**src/rtl/serial_add_pkg.sv**
```systemverilog
// Shared definitions for the bit-serial adder: FSM state encoding and the
// default operand width.
package serial_add_pkg;

  localparam int WIDTH_DEF = 8;

  typedef enum logic [1:0] {
    IDLE = 2'd0,
    RUN  = 2'd1,
    DONE = 2'd2
  } state_e;

endpackage

```
**src/rtl/serial_add_ctrl_fuladder.sv**
```systemverilog
// One-bit full-adder cell (fuladder).
// Ports: a, b, c  - addend bits and carry-in
//        sum      - a ^ b ^ c
//        carry    - majority(a, b, c)
module fuladder (
  input  logic a,
  input  logic b,
  input  logic c,
  output logic sum,
  output logic carry
);

  assign sum   = a ^ b ^ c;
  assign carry = (a & b) | (c & (a ^ b));

endmodule

```
**src/rtl/serial_add_ctrl.sv**
```systemverilog
// Bit-serial adder controller: adds two WIDTH-bit operands plus carry-in one
// bit per clock, LSB first, through a single full-adder cell.
// Ports: clk, rst (sync, active-high)
//        start, a, b, cin  - request and operands, sampled on the accept edge
//        busy              - high while the addition runs
//        done              - one-cycle pulse when sum/cout are fresh
//        sum, cout         - registered result, held between runs
module serial_add_ctrl
  import serial_add_pkg::*;
#(
  parameter int WIDTH = WIDTH_DEF
) (
  input  logic             clk,
  input  logic             rst,
  input  logic             start,
  input  logic [WIDTH-1:0] a,
  input  logic [WIDTH-1:0] b,
  input  logic             cin,
  output logic             busy,
  output logic             done,
  output logic [WIDTH-1:0] sum,
  output logic             cout
);

  localparam int CW = $clog2(WIDTH + 1);

  state_e           r_state;
  state_e           w_next;
  logic             w_accept;
  logic             w_last;
  logic [WIDTH-1:0] r_a;
  logic [WIDTH-1:0] r_b;
  logic [WIDTH-1:0] r_res;
  logic [WIDTH-1:0] w_res_next;
  logic             r_carry;
  logic [CW-1:0]    r_cnt;
  logic             r_busy;
  logic             r_done;
  logic [WIDTH-1:0] r_sum;
  logic             r_cout;
  logic             w_fa_sum;
  logic             w_fa_carry;

  fuladder u_fa (
    .a     (r_a[0]),
    .b     (r_b[0]),
    .c     (r_carry),
    .sum   (w_fa_sum),
    .carry (w_fa_carry)
  );

  // Result shift register input: new sum bit enters at the MSB so that after
  // WIDTH shifts the LSB-first bits land in their natural positions.
  always_comb begin
    w_res_next            = r_res >> 1;
    w_res_next[WIDTH-1]   = w_fa_sum;
  end

  // Next-state logic; start is honoured only from IDLE or DONE.
  always_comb begin
    w_next   = r_state;
    w_accept = 1'b0;
    w_last   = (r_cnt == CW'(WIDTH - 1));
    case (r_state)
      IDLE: begin
        if (start) begin
          w_next   = RUN;
          w_accept = 1'b1;
        end else begin
          w_next   = IDLE;
        end
      end
      RUN: begin
        if (w_last) begin
          w_next = DONE;
        end else begin
          w_next = RUN;
        end
      end
      DONE: begin
        if (start) begin
          w_next   = RUN;
          w_accept = 1'b1;
        end else begin
          w_next   = IDLE;
        end
      end
      default: begin
        w_next = IDLE;
      end
    endcase
  end

  // State register with registered busy/done decoded from the next state.
  always_ff @(posedge clk) begin
    if (rst) begin
      r_state <= IDLE;
      r_busy  <= 1'b0;
      r_done  <= 1'b0;
    end else begin
      r_state <= w_next;
      r_busy  <= (w_next == RUN);
      r_done  <= (w_next == DONE);
    end
  end

  // Datapath: operand load on accept, one bit per RUN edge, result capture on
  // the final RUN edge. The counter stops at WIDTH and is cleared on accept.
  always_ff @(posedge clk) begin
    if (rst) begin
      r_a     <= {WIDTH{1'b0}};
      r_b     <= {WIDTH{1'b0}};
      r_res   <= {WIDTH{1'b0}};
      r_carry <= 1'b0;
      r_cnt   <= {CW{1'b0}};
      r_sum   <= {WIDTH{1'b0}};
      r_cout  <= 1'b0;
    end else if (w_accept) begin
      r_a     <= a;
      r_b     <= b;
      r_carry <= cin;
      r_cnt   <= {CW{1'b0}};
    end else if (r_state == RUN) begin
      r_a     <= r_a >> 1;
      r_b     <= r_b >> 1;
      r_res   <= w_res_next;
      r_carry <= w_fa_carry;
      r_cnt   <= r_cnt + CW'(1);
      if (w_last) begin
        r_sum  <= w_res_next;
        r_cout <= w_fa_carry;
      end
    end
  end

  assign busy = r_busy;
  assign done = r_done;
  assign sum  = r_sum;
  assign cout = r_cout;

endmodule

```
**config.mk**
```make
export PLATFORM = sky130hd
export DESIGN_NAME = serial_add_ctrl
export DESIGN_NICKNAME = d
export VERILOG_FILES = /design/src/rtl/serial_add_pkg.sv /design/src/rtl/serial_add_ctrl_fuladder.sv /design/src/rtl/serial_add_ctrl.sv
export SDC_FILE = /design/constraint.sdc
export NUM_CORES = 1
export LEC_CHECK = 0
export CAP_MARGIN = 20
export CORE_MARGIN = 2
export CORE_UTILIZATION = 46
export CTS_CLUSTER_DIAMETER = 50
export DETAILED_ROUTE_END_ITERATION = 6
export PLACE_DENSITY = 0.74
export SLEW_MARGIN = 20
export SYNTH_ARGS = -nofsm -noshare
export SYNTH_HDL_FRONTEND = slang
export SYNTH_SLANG_ARGS = --single-unit
```
**constraint.sdc**
```tcl
create_clock -name clk -period 1.2 [get_ports clk]
set_input_delay 0.24 -clock clk [delete_from_list [all_inputs] [get_ports clk]]
set_output_delay 0.24 -clock clk [all_outputs]
set_load 0.005 [all_outputs]
```
==> results of run 1 <==
[worst max-delay path, cell delays in order, from the launching register on]
cell	delay [ns]
dfxtp_2	0.33
ha_1	0.14
nand3b_1	0.14
nor3b_4	0.27
buf_6	0.17
mux2i_1	0.18
[final cells by class]
type	instances	area (sq um)	share of cell area, %
Clock buffer	6	72.57	2.916
Clock inverter	2	10.01	0.4022
Multi-Input combinational cell	135	907.1	36.45
Sequential cell	41	834.6	33.53
Tap cell	48	60.06	2.413
Timing Repair Buffer	55	604.3	24.28
[metrics by stage]
step                worst slack, ns  util (%)
floorplan                  -0.08289         -
global placement            -0.1509     60.39
detailed placement          -0.2334     60.39
CTS                         -0.1081     63.12
global route                -0.1950     67.98
finish                      -0.1050     67.98
[worst paths after layout]
| check | from | endpoint | slack, ns | cells after the start |
|---|---|---|---|---|
| setup / recovery | r_cnt[0] | sum[7] | -0.11 | 5 |
| hold / removal | r_res[1] | r_res[1] | 0.46 | 2 |
| setup reg to reg | r_cnt[0] | sum[7] | -0.11 | 5 |
| hold reg to reg | r_res[1] | r_res[1] | 0.46 | 2 |
[timing repair]
item | in CTS | in global routing
gates resized for setup | 19 | 22
pin swaps | 1 | 14
gates cloned | 0 | 5
setup buffers | 1 | 1
setup endpoints to repair | 37 | 32
[power breakdown]
part | internal [mW] | switching [mW]
sequential | 1.42 | 0.0379
combinational | 0.265 | 0.210
clock | 0.403 | 0.451
[routing by layer]
layer  GRT usage, %  share of wire [%]
met5              0                  0
met4          7.813               0.93
met3          5.651                4.9
met2          27.40                 48
met1          22.44                 46
[flip-flops by register name, summed over array words and instances (netlist names)]
register / count
r_b: 8
r_cnt: 4
r_a: 8
busy: 1
sum: 8
r_res: 7
r_carry: 1
cout: 1
r_state: 2
done: 1
[placed cells by master (no fill, tap or decap), types with 2 or more instances in the layout]
cell type        count
clkdlybuf4s50_1     19
clkinv_2             2
buf_6                6
clkbuf_8             5
buf_12               4
clkbuf_16            3
dfxtp_1             32
dfxtp_2              8
nor2b_1              2
nand2b_4             2
a311oi_2            11
nand3_1              4
a211oi_1             2
mux2i_1             10
nand2_1             43
a21oi_2              2
buf_4               10
a21oi_1             10
nor2_1              14
nand2b_1            18
a311oi_1             2
dlygate4sd2_1       11
[kinds of logic (layout without fill, tap and decap cells)]
family,Yosys count,after routing,synth area share (%)
flops,41,41,46.82
buf+inv,15,63,5.139
compound gates,30,30,14.77
xor+xnor,2,2,0.9995
fa+ha+maj,2,2,1.856
simple gates,91,91,24.70
mux,10,10,5.710
==> impl_metrics.tcl, run 1 <==
set metrics [dict create \
    status "finished with violations" \
    violations "setup timing" \
    layout-area-overhead-vs-synth_pct 41.97 \
    grt_first_pass_wirelength_um 5699 \
    synth_edf_count 0 \
    cts_inserted_buffers 5 \
    p_leak_nw 0.9304 \
    holdWs_ns 0.4576 \
    synthDistinctLibCells 26 \
    place_inst 272 \
    cts_hold_buffers 0 \
    synthCells 191 \
    min_period_ns 1.305 \
    power_density_nw_per_um2 1121 \
    yosysTopAreaCellShare_pct 46.82 \
    routed_wl_um 3661 \
    htree_levels 2 \
    num_antenna_cells 0 \
    wl_per_cell_um 12.76 \
    synth_warnings 0 \
    post_dp_cell_area_sq_um 2211 \
    worst-path-max-fanout 6 \
    ys_ff_latch 41 \
    synth_largest_area_cell "dfxtp_1" \
    synthTopCellsByArea "dfxtp_1, nand2_1, nand2b_1, a311oi_2, mux2i_1" \
    crit_required_ns 1.41 \
    hpwl_um 2277 \
    grtUsageTotal_pct 17.69 \
    first_iter_violations 107 \
    min_path_type "flop to flop" \
    cap_viol_max_count 0 \
    slew_headroom_pct 84.69 \
    clk_latency_ns 0.29 \
    timing.final.crit_share_pct 108.8 \
    peakVddDrop_mv 0.8809 \
    endpoint_kind "flop" \
    ys_async_sr_fraction_pct 0 \
    cp.arrival_ns 1.52 \
    synth-main-ff-cell "dfxtp_1" \
    slew_viol_final 0 \
    placementRows 22 \
    start_util_pct 47.88 \
    grt_antenna_before_repair 0 \
    drt_first_pass_iters 4 \
    syn_avg_cell_area_sq_um 9.178 \
    fin_setup_tns_ns -0.9427 \
    setup_ws_ns -0.1050 \
    finalNonFillerCells 287 \
    synth_most_common_cell "nand2_1" \
    layout-drive-gt1-share_pct 25.94 \
    clkSlewWorstSetupHoldPaths_ns 0.07 \
    ys_seq_area_share_pct 46.82 \
    num-fill-cells 295 \
    ant_nets 0 \
    criticalPathCategory "flop to flop" \
    final_nets 260 \
    dieArea_sq_um 4320 \
    finalPower_mw 2.789 \
    root_buffer "clkbuf_8" \
    rsz0062_at_grt "true" \
    cts_tree "built" \
    max_freq_mhz 766.3 \
    grt_pass1_vias 1281 \
    finClkSkew_ns 0.004595 \
    ios 31 \
    worstMarginPinSlew_ns 0.2294 \
    routabilityCongestion 0.7213 \
    syn_area_sq_um 1753 \
    vias 1451 \
    syn-num-nets 213 \
    die_h_um 65.73 \
    io_buffers 30 \
    drc_errors 0 \
    design.core.area_sq_um 3661 \
    clk_path_buf_depth 2 \
    finalSetupViolations 13 \
    vias_per_cell 5.056 \
    design_area_sq_um 2489 \
    grt_max_degree 29 \
    hold_violations 0 \
    grt_overflow_total 0 \
    clock-sinks 41 \
    startpoint_type "flop" \
    die_w_um 65.73 \
    synth_common_cells "nand2_1, dfxtp_1, nand2b_1" \
]
Power figures use the tool's default switching activity.
==> run 2, diff against run 1 <==
- TNS_END_PERCENT: default -> 1
==> impl_metrics.tcl, run 2 (synthesis results as in run 1) <==
set metrics [dict create \
    peakVddDrop_mv 0.6088 \
    min_period_ns 1.350 \
    num-fill-cells 322 \
    start_util_pct 47.88 \
    grtUsageTotal_pct 17.95 \
    routabilityCongestion 0.7001 \
    cap_viol_max_count 0 \
    wl_per_cell_um 12.40 \
    clkSlewWorstSetupHoldPaths_ns 0.07 \
    layout_commonest_cell "nand2_1" \
    multi_input_area_sq_um 875.8 \
    num_antenna_cells 0 \
    drt_first_pass_iters 4 \
    dieArea_sq_um 4320 \
    finalSetupViolations 15 \
    grt_overflow_total 0 \
    criticalPathCategory "flop to flop" \
    drc_errors 0 \
    crit_required_ns 1.42 \
    cts_tree "built" \
    layout-drive-gt1-share_pct 22.98 \
    design.core.area_sq_um 3661 \
    hpwl_um 2375 \
    worst-path-max-fanout 6 \
    finClkSkew_ns 0.006027 \
    power_density_nw_per_um2 1163 \
    holdWs_ns 0.4636 \
    p_leak_nw 0.8670 \
    timing.final.crit_share_pct 112.5 \
    clk_latency_ns 0.29 \
    endpoint_kind "flop" \
    max_freq_mhz 740.9 \
    vias_per_cell 5.060 \
    post_dp_cell_area_sq_um 2201 \
    grt_pass1_vias 1368 \
    worstMarginPinSlew_ns 0.2332 \
    setup_ws_ns -0.1497 \
    slew_headroom_pct 84.35 \
    startpoint_type "flop" \
    routed_wl_um 3510 \
    grt_antenna_before_repair 0 \
    cts_inserted_buffers 5 \
    rsz0062_at_grt "true" \
    layout-area-overhead-vs-synth_pct 33.12 \
    die_w_um 65.73 \
    design_area_sq_um 2333 \
    clk_path_buf_depth 2 \
    min_path_type "flop to flop" \
    final_cell_mix "nand2_1, dfxtp_1, nand2b_1, clkdlybuf4s50_1, buf_4" \
    first_iter_violations 79 \
    die_h_um 65.73 \
    cp.arrival_ns 1.57 \
    ios 31 \
    hold_violations 0 \
    cts_hold_buffers 0 \
    seq_area_sq_um 834.6 \
    violations "setup timing" \
    slew_viol_final 0 \
    ant_nets 0 \
    final_nets 256 \
    grt_first_pass_wirelength_um 5975 \
    grt_max_degree 21 \
    status "finished with violations" \
    root_buffer "clkbuf_8" \
    finish.utilization_pct 63.74 \
    clock-sinks 41 \
    htree_levels 2 \
    vias 1432 \
    io_buffers 30 \
    placementRows 22 \
]
==> run 2: cell types whose count changed in the layout (fill, tap and decap cells not counted), moves of 3 or more <==
cell | before | now
buf_4 | 10 | 16
a311oi_1 | 2 | 5
a311oi_2 | 11 | 8
buf_6 | 6 | 3
clkbuf_16 | 3 | 0
dfxtp_2 | 8 | 11
==> run 2: layout make-up <==
cell class	instances	area share, %
Clock buffer	6	3.110
Tap cell	48	2.574
Multi-Input combinational cell	135	37.53
Clock inverter	2	0.4290
Sequential cell	41	35.76
Timing Repair Buffer	51	20.59
==> run 2: metal layers <==
layer | up-vias | GRT usage [%] | part of all wire (%)
met5 | - | 0 | 0
met3 | 8 | 3.596 | 3.0
met1 | 670 | 22.79 | 45
met4 | 0 | 8.594 | 2.1
li1 | 732 | - | -
met2 | 22 | 29.04 | 50
==> run 2: per-stage QoR <==
step,power [mW],setup TNS [ns],setup slack (ns),instances
2_1_floorplan,1.705,-0.7229,-0.08289,191
3_3_place_gp,1.859,-4.094,-0.1531,274
3_5_place_dp,1.865,-4.582,-0.1947,274
4_1_cts,2.727,-1.105,-0.1306,282
5_1_grt,2.843,-3.575,-0.2876,283
6_report,2.714,-1.491,-0.1497,283
==> run 2: what timing repair did <==
action                     in CTS  in global routing
hold endpoints to repair        0                  0
gates resized for setup        21                  9
setup buffers                   0                  2
setup endpoints to repair      38                 29
pin swaps                       1                  2
==> run 2: final timing paths <==
kind	from	end	slack [ns]	cells past startpoint
worst min-delay path	r_res[1]	r_res[1]	0.46	2
worst max-delay path	r_cnt[1]	cout	-0.15	5
worst min register to register	r_res[1]	r_res[1]	0.46	2
worst max register to register	r_cnt[1]	cout	-0.15	5
==> run 2: power by group <==
part           leakage (nW)  switching, mW  internal [mW]
Sequential            0.340         0.0360           1.42
Clock                0.0450          0.458          0.403
Combinational         0.483          0.188          0.207
==> run 2: critical path, cell delays in order (launching register included) <==
cell and delay (ns):
dfxtp_2 0.33, ha_2 0.16, nand3b_1 0.14, nor3b_4 0.29, buf_6 0.17, mux2i_1 0.18
